## config.mk

```make
export PLATFORM = sky130hd
export DESIGN_NAME = walksat_controller
export DESIGN_NICKNAME = d
export VERILOG_FILES = /design/src/rtl/walksat_controller.sv
export SDC_FILE = /design/constraint.sdc
export NUM_CORES = 1
export LEC_CHECK = 0
export ABC_AREA = 1
export ABC_CLOCK_PERIOD_IN_PS = 5200
export CAP_MARGIN = 20
export CORE_ASPECT_RATIO = 0.8
export CORE_MARGIN = 2
export CORE_UTILIZATION = 25
export DETAILED_ROUTE_END_ITERATION = 12
export DONT_BUFFER_PORTS = 1
export PLACE_DENSITY = 0.48
export SYNTH_ARGS = -nofsm -noshare
export SYNTH_HDL_FRONTEND = slang
export SYNTH_SLANG_ARGS = --single-unit
```

## constraint.sdc

```tcl
create_clock -name clk -period 5.2 [get_ports clk]
set_input_delay 0.52 -clock clk [delete_from_list [all_inputs] [get_ports clk]]
set_output_delay 0.52 -clock clk [all_outputs]
set_load 0.02 [all_outputs]
```

## src/rtl/walksat_controller.sv

```systemverilog
// WalkSAT flip sequencer: pops an unsat clause, evaluates each literal's break count,
// picks a variable (greedy or noisy random walk) and drives the flip handshake.
module walksat_controller #(
    parameter int unsigned NSAT                  = 3,
    parameter int unsigned NUM_VARIABLES         = 2048,
    parameter int unsigned NUM_CLAUSES           = 8192,
    parameter int unsigned MAX_CLAUSE_MEMBERSHIP = 20,
    parameter int unsigned FLIP_W                = 32,
    localparam int unsigned VAR_W = $clog2(NUM_VARIABLES),
    localparam int unsigned LIT_W = VAR_W + 1,
    localparam int unsigned CL_W  = $clog2(NUM_CLAUSES),
    localparam int unsigned BRK_W = $clog2(MAX_CLAUSE_MEMBERSHIP + 1)
) (
    input  logic                   clk,
    input  logic                   reset,
    input  logic                   start_i,
    input  logic                   abort_i,
    input  logic [FLIP_W-1:0]      max_flips_i,
    input  logic [7:0]             noise_i,
    input  logic [7:0]             rnd_noise_i,
    input  logic [7:0]             rnd_pick_i,
    input  logic                   ub_empty_i,
    output logic                   ub_pop_o,
    input  logic                   ub_valid_i,
    input  logic [CL_W-1:0]        ub_clause_i,
    output logic                   cl_req_o,
    output logic [CL_W-1:0]        cl_addr_o,
    input  logic                   cl_valid_i,
    input  logic [NSAT*LIT_W-1:0]  cl_lits_i,
    output logic                   brk_req_o,
    output logic [LIT_W-1:0]       brk_lit_o,
    input  logic                   brk_valid_i,
    input  logic [BRK_W-1:0]       brk_count_i,
    output logic                   flip_o,
    output logic [VAR_W-1:0]       flip_var_o,
    input  logic                   flip_done_i,
    output logic                   busy_o,
    output logic                   sat_o,
    output logic                   timeout_o,
    output logic [FLIP_W-1:0]      flip_count_o
);

    localparam int unsigned K_W = (NSAT > 1) ? $clog2(NSAT) : 1;

    typedef enum logic [3:0] {
        StIdle, StCheck, StPop, StFetch, StEval, StSelect, StFlip, StWaitFlip, StSat, StTimeout
    } state_t;

    state_t                 state_q, state_d;
    logic                   popped_q;
    logic [CL_W-1:0]        clause_q;
    logic [NSAT*LIT_W-1:0]  lits_q;
    logic [K_W-1:0]         k_q, argmin_q, sel_q, pick_k;
    logic [BRK_W-1:0]       min_q;
    logic [FLIP_W-1:0]      budget_q, flip_cnt_q;
    logic [7:0]             pick_raw;
    logic                   last_lit;

    assign pick_raw = rnd_pick_i % 8'(NSAT);
    assign pick_k   = K_W'(pick_raw);
    assign last_lit = (k_q == K_W'(NSAT - 1));

    always_comb begin
        state_d    = state_q;
        ub_pop_o   = 1'b0;
        cl_req_o   = 1'b0;
        cl_addr_o  = '0;
        brk_req_o  = 1'b0;
        brk_lit_o  = '0;
        flip_o     = 1'b0;
        flip_var_o = '0;
        busy_o     = 1'b1;
        unique case (state_q)
            StIdle, StSat, StTimeout: begin
                busy_o = 1'b0;
                if (start_i) state_d = StCheck;
            end
            StCheck: begin
                if (ub_empty_i)                  state_d = StSat;
                else if (flip_cnt_q == budget_q) state_d = StTimeout;
                else                             state_d = StPop;
            end
            StPop: begin
                ub_pop_o = ~popped_q;
                if (ub_valid_i) state_d = StFetch;
            end
            StFetch: begin
                cl_req_o  = 1'b1;
                cl_addr_o = clause_q;
                if (cl_valid_i) state_d = StEval;
            end
            StEval: begin
                brk_req_o = 1'b1;
                brk_lit_o = lits_q[32'(k_q)*LIT_W +: LIT_W];
                // A zero break count cannot be beaten, so skip the remaining literals.
                if (brk_valid_i && (brk_count_i == '0 || last_lit)) state_d = StSelect;
            end
            StSelect: state_d = StFlip;
            StFlip: begin
                flip_o     = 1'b1;
                flip_var_o = lits_q[32'(sel_q)*LIT_W + 1 +: VAR_W];
                state_d    = StWaitFlip;
            end
            StWaitFlip: begin
                flip_var_o = lits_q[32'(sel_q)*LIT_W + 1 +: VAR_W];
                if (flip_done_i) state_d = StCheck;
            end
            default: state_d = StIdle;
        endcase
        if (abort_i) state_d = StIdle;
    end

    assign sat_o        = (state_q == StSat);
    assign timeout_o    = (state_q == StTimeout);
    assign flip_count_o = flip_cnt_q;

    always_ff @(posedge clk or posedge reset) begin
        if (reset) begin
            state_q    <= StIdle;
            popped_q   <= 1'b0;
            clause_q   <= '0;
            lits_q     <= '0;
            k_q        <= '0;
            argmin_q   <= '0;
            sel_q      <= '0;
            min_q      <= '0;
            budget_q   <= '0;
            flip_cnt_q <= '0;
        end else begin
            state_q  <= state_d;
            popped_q <= (state_q == StPop) && (state_d == StPop);
            if (abort_i) begin
                flip_cnt_q <= '0;
            end else begin
                case (state_q)
                    StIdle, StSat, StTimeout: begin
                        if (start_i) begin
                            flip_cnt_q <= '0;
                            budget_q   <= max_flips_i;
                        end
                    end
                    StPop: if (ub_valid_i) clause_q <= ub_clause_i;
                    StFetch: begin
                        if (cl_valid_i) begin
                            lits_q <= cl_lits_i;
                            k_q    <= '0;
                        end
                    end
                    StEval: begin
                        if (brk_valid_i) begin
                            if (k_q == '0 || brk_count_i < min_q) begin
                                min_q    <= brk_count_i;
                                argmin_q <= k_q;
                            end
                            k_q <= k_q + 1'b1;
                        end
                    end
                    StSelect: begin
                        sel_q <= (min_q != '0 && rnd_noise_i < noise_i) ? pick_k : argmin_q;
                    end
                    StWaitFlip: begin
                        if (flip_done_i && flip_cnt_q != '1) flip_cnt_q <= flip_cnt_q + 1'b1;
                    end
                    default: ;
                endcase
            end
        end
    end

endmodule

```

==> flow_metrics.tcl <==
set metrics [dict create \
    yosys-top-cells-area "dfrtp_1, mux2_2, a21oi_1" \
    yosysUniqueCellTypes 44 \
    async_flop_share_pct 100 \
    die_area_um2 30900 \
    synthCells 882 \
    setup_viol 0 \
    clock_latency_ps 430 \
    vias 5982 \
    fin_tns_setup_ps 0 \
    combPwrFrac_pct 19.3 \
    grt_pass1_wl_um 33400 \
    hold_viol_final 0 \
    grt_max_degree 93 \
    leakagePower_nw 3.64 \
    ys.flop_type "dfrtp_1" \
    period_share_pct 62.7 \
    syn_area_um2 7370 \
    worstSetupEndpointType "output port" \
    drive_gt1_share_pct 14.4 \
    critPathLaunch "k_q[1]$_DFFE_PP0P_" \
    grt_pass1_vias 5811 \
    drv_slew 0 \
    ys_ff_latch 129 \
    grt_overflow_total 0 \
    cts.sinks 129 \
    ys_seq_area_share_pct 43.8 \
    synth_edf_count 0 \
    core_area_um2 29100 \
    nets 1007 \
    utilization_pct 28.6 \
    synth_top_area_share_pct 43.8 \
    cts_hold_buffers 0 \
    min_path_type "input port to async pin" \
    fin_crit_ps 3260 \
    power_switching_uw 989 \
    p_sw_share_pct 30.7 \
    irDropWorstVdd_mv 0.212 \
    fmax_mhz 307 \
    seqPwrFrac_pct 41.6 \
    rsz0062_at_grt "no" \
    p_int_mw 2.23 \
    clkPwrFrac_pct 39.2 \
    slew_headroom_pct 36.5 \
    cap_violations 0 \
    clock_path_buffers 2 \
    avgRoutedWirePerCell_um 17.3 \
    htreeDepth 4 \
    r2r_slack_ps 2340 \
    port_buffers 0 \
    r2r-start "state_q[0]$_DFF_PP0_" \
    area_growth_pct 13.1 \
    crit_path_max_fanout 14 \
    clk_pin_slew_ps 60 \
    power_mw 3.22 \
    ioPinCount 194 \
    yosysTopAreaCell "dfrtp_1" \
    path_class "flip-flop to output port" \
    cts_root_buf "clkbuf_16" \
    fillCellCount 3112 \
    start_util_pct 25.3 \
    powerDensity_nw_per_um2 387 \
    final_cell_area_um2 8330 \
    cts_setup_buffers 0 \
    numCtsBuffers 17 \
    dieHeight_um 158 \
    place.gp.congestion 0.830 \
    die_w_um 196 \
    syn-num-nets 1017 \
    rows 56 \
    start_kind "flip-flop" \
    cp_data_arrival_time_ps 2740 \
    grt_usage_pct 14.3 \
    reg2reg_depth 6 \
    drt_iter0_drc 303 \
    outcome "finished, final reports clean" \
    cts_tree "built" \
    finalClockSkew_ps 10.4 \
    r2r-end "k_q[1]$_DFFE_PP0P_" \
    fin_cells 1264 \
    ant_nets 0 \
    hpwl_um 16300 \
    ys.warnings.count 0 \
    firstDrtPassIters 5 \
    syn_area_per_cell_um2 8.35 \
    drcViolationCount 0 \
    place_area_um2 7730 \
    routed_via_density 4.73 \
    cp.required_ps 4680 \
    worst_slew_pin_slew_ps 952 \
    place_inst 1230 \
    drt_wl_total_um 21900 \
    ctsResizeCount 0 \
    antenna_found_initial 5 \
]
==> how the worst max path moves through the flow <==
| stage | to | slack (ps) | cells past startpoint |
|---|---|---|---|
| 2_1_floorplan | argmin_q[0]$_DFFE_PP0P_ | 1240 | 1 |
| 3_3_place_gp | k_q[0]$_DFFE_PP0P_ | 2290 | 6 |
| 3_5_place_dp | sel_q[0]$_DFFE_PP0P_ | 2190 | 24 |
| 4_1_cts | brk_lit_o[0] | 1960 | 4 |
| 5_1_grt | brk_lit_o[0] | 1740 | 4 |
| 6_report | brk_lit_o[0] | 1940 | 4 |
==> synth_stat cells (all sizes together), types with 4 or more instances <==
cell	count
a21oi	100
buf	13
clkbuf	19
dfrtp	129
ha	16
inv	109
mux2	55
nand2	132
nand3	39
nand4	23
nor2	96
nor3	25
nor4	6
o2111ai	4
o21a	8
o21ai	46
or2	7
xnor2	21
xor2	9
==> per-stage QoR <==
stage	hold slack (ps)	setup WS, ps
floorplan	453	1240
global placement	491	2290
CTS	129	1960
detailed placement	490	2190
finish	120	1940
global route	130	1740
==> logic make-up after synthesis <==
family	synth area share, %
buffers and inverters	7.68
AO/OA/AOI/OAI	12.9
flip-flops	43.8
XOR/XNOR	3.57
multiplexers	8.41
adder cells (fa/ha/maj)	2.72
AND/OR/NAND/NOR	20.9
==> power by group through the flow <==
stage                     Combinational [mW]  Sequential (mW)  Clock, mW
after floorplan                        0.530             1.30          0
after global placement                 0.620             1.36          0
after detailed placement               0.630             1.36          0
after CTS                              0.632             1.34       1.29
after global routing                   0.718             1.37       1.33
final                                  0.621             1.34       1.26
==> placed cells by master (no fill, tap or decap), types with 4 or more instances in the layout <==
cell,Yosys,routed
a21oi_1,100,100
clkbuf_16,0,17
dfrtp_1,129,129
ha_1,16,16
inv_1,102,101
inv_2,7,7
mux2_2,55,55
nand2_1,127,127
nand2_2,4,4
nand3_1,37,35
nand3_2,2,4
nand4_1,23,23
nor2_1,90,90
nor2_2,5,5
nor3_1,19,19
nor3_2,5,5
nor4_1,5,5
o2111ai_1,4,4
o21a_1,8,8
o21ai_0,39,39
o21ai_1,7,7
or2_2,7,7
xnor2_1,21,21
xor2_1,9,9
==> layout make-up <==
type,count,area (um2),share of cell area [%]
Clock inverter,12,158,1.89
Antenna cell,3,7.51,0.0901
Tap cell,377,472,5.66
Sequential cell,129,3230,38.7
Clock buffer,19,443,5.31
Timing Repair Buffer,3,22.5,0.270
Multi-Input combinational cell,610,3580,43.0
Inverter,111,422,5.06
==> routing by layer <==
layer	wire [um]	GRT usage, %
met1	10400	19.2
met2	9490	21.2
met3	1580	4.95
met4	401	5.09
met5	21	0
==> state kept, by name, indices dropped and copies added, names as in the netlist <==
register and count:
budget_q 32, argmin_q 2, lits_q 36, k_q 2, clause_q 13, sel_q 2, flip_count_o 32, state_q 4
popped_q 1, min_q 5
==> worst max-delay path, cell delays in order (launching register included) <==
cell,delay (ps)
dfrtp_1,680
inv_1,180
nor2_1,720
nand2_1,230
a21oi_1,510
No activity file was read; power rests on OpenSTA's default activity.
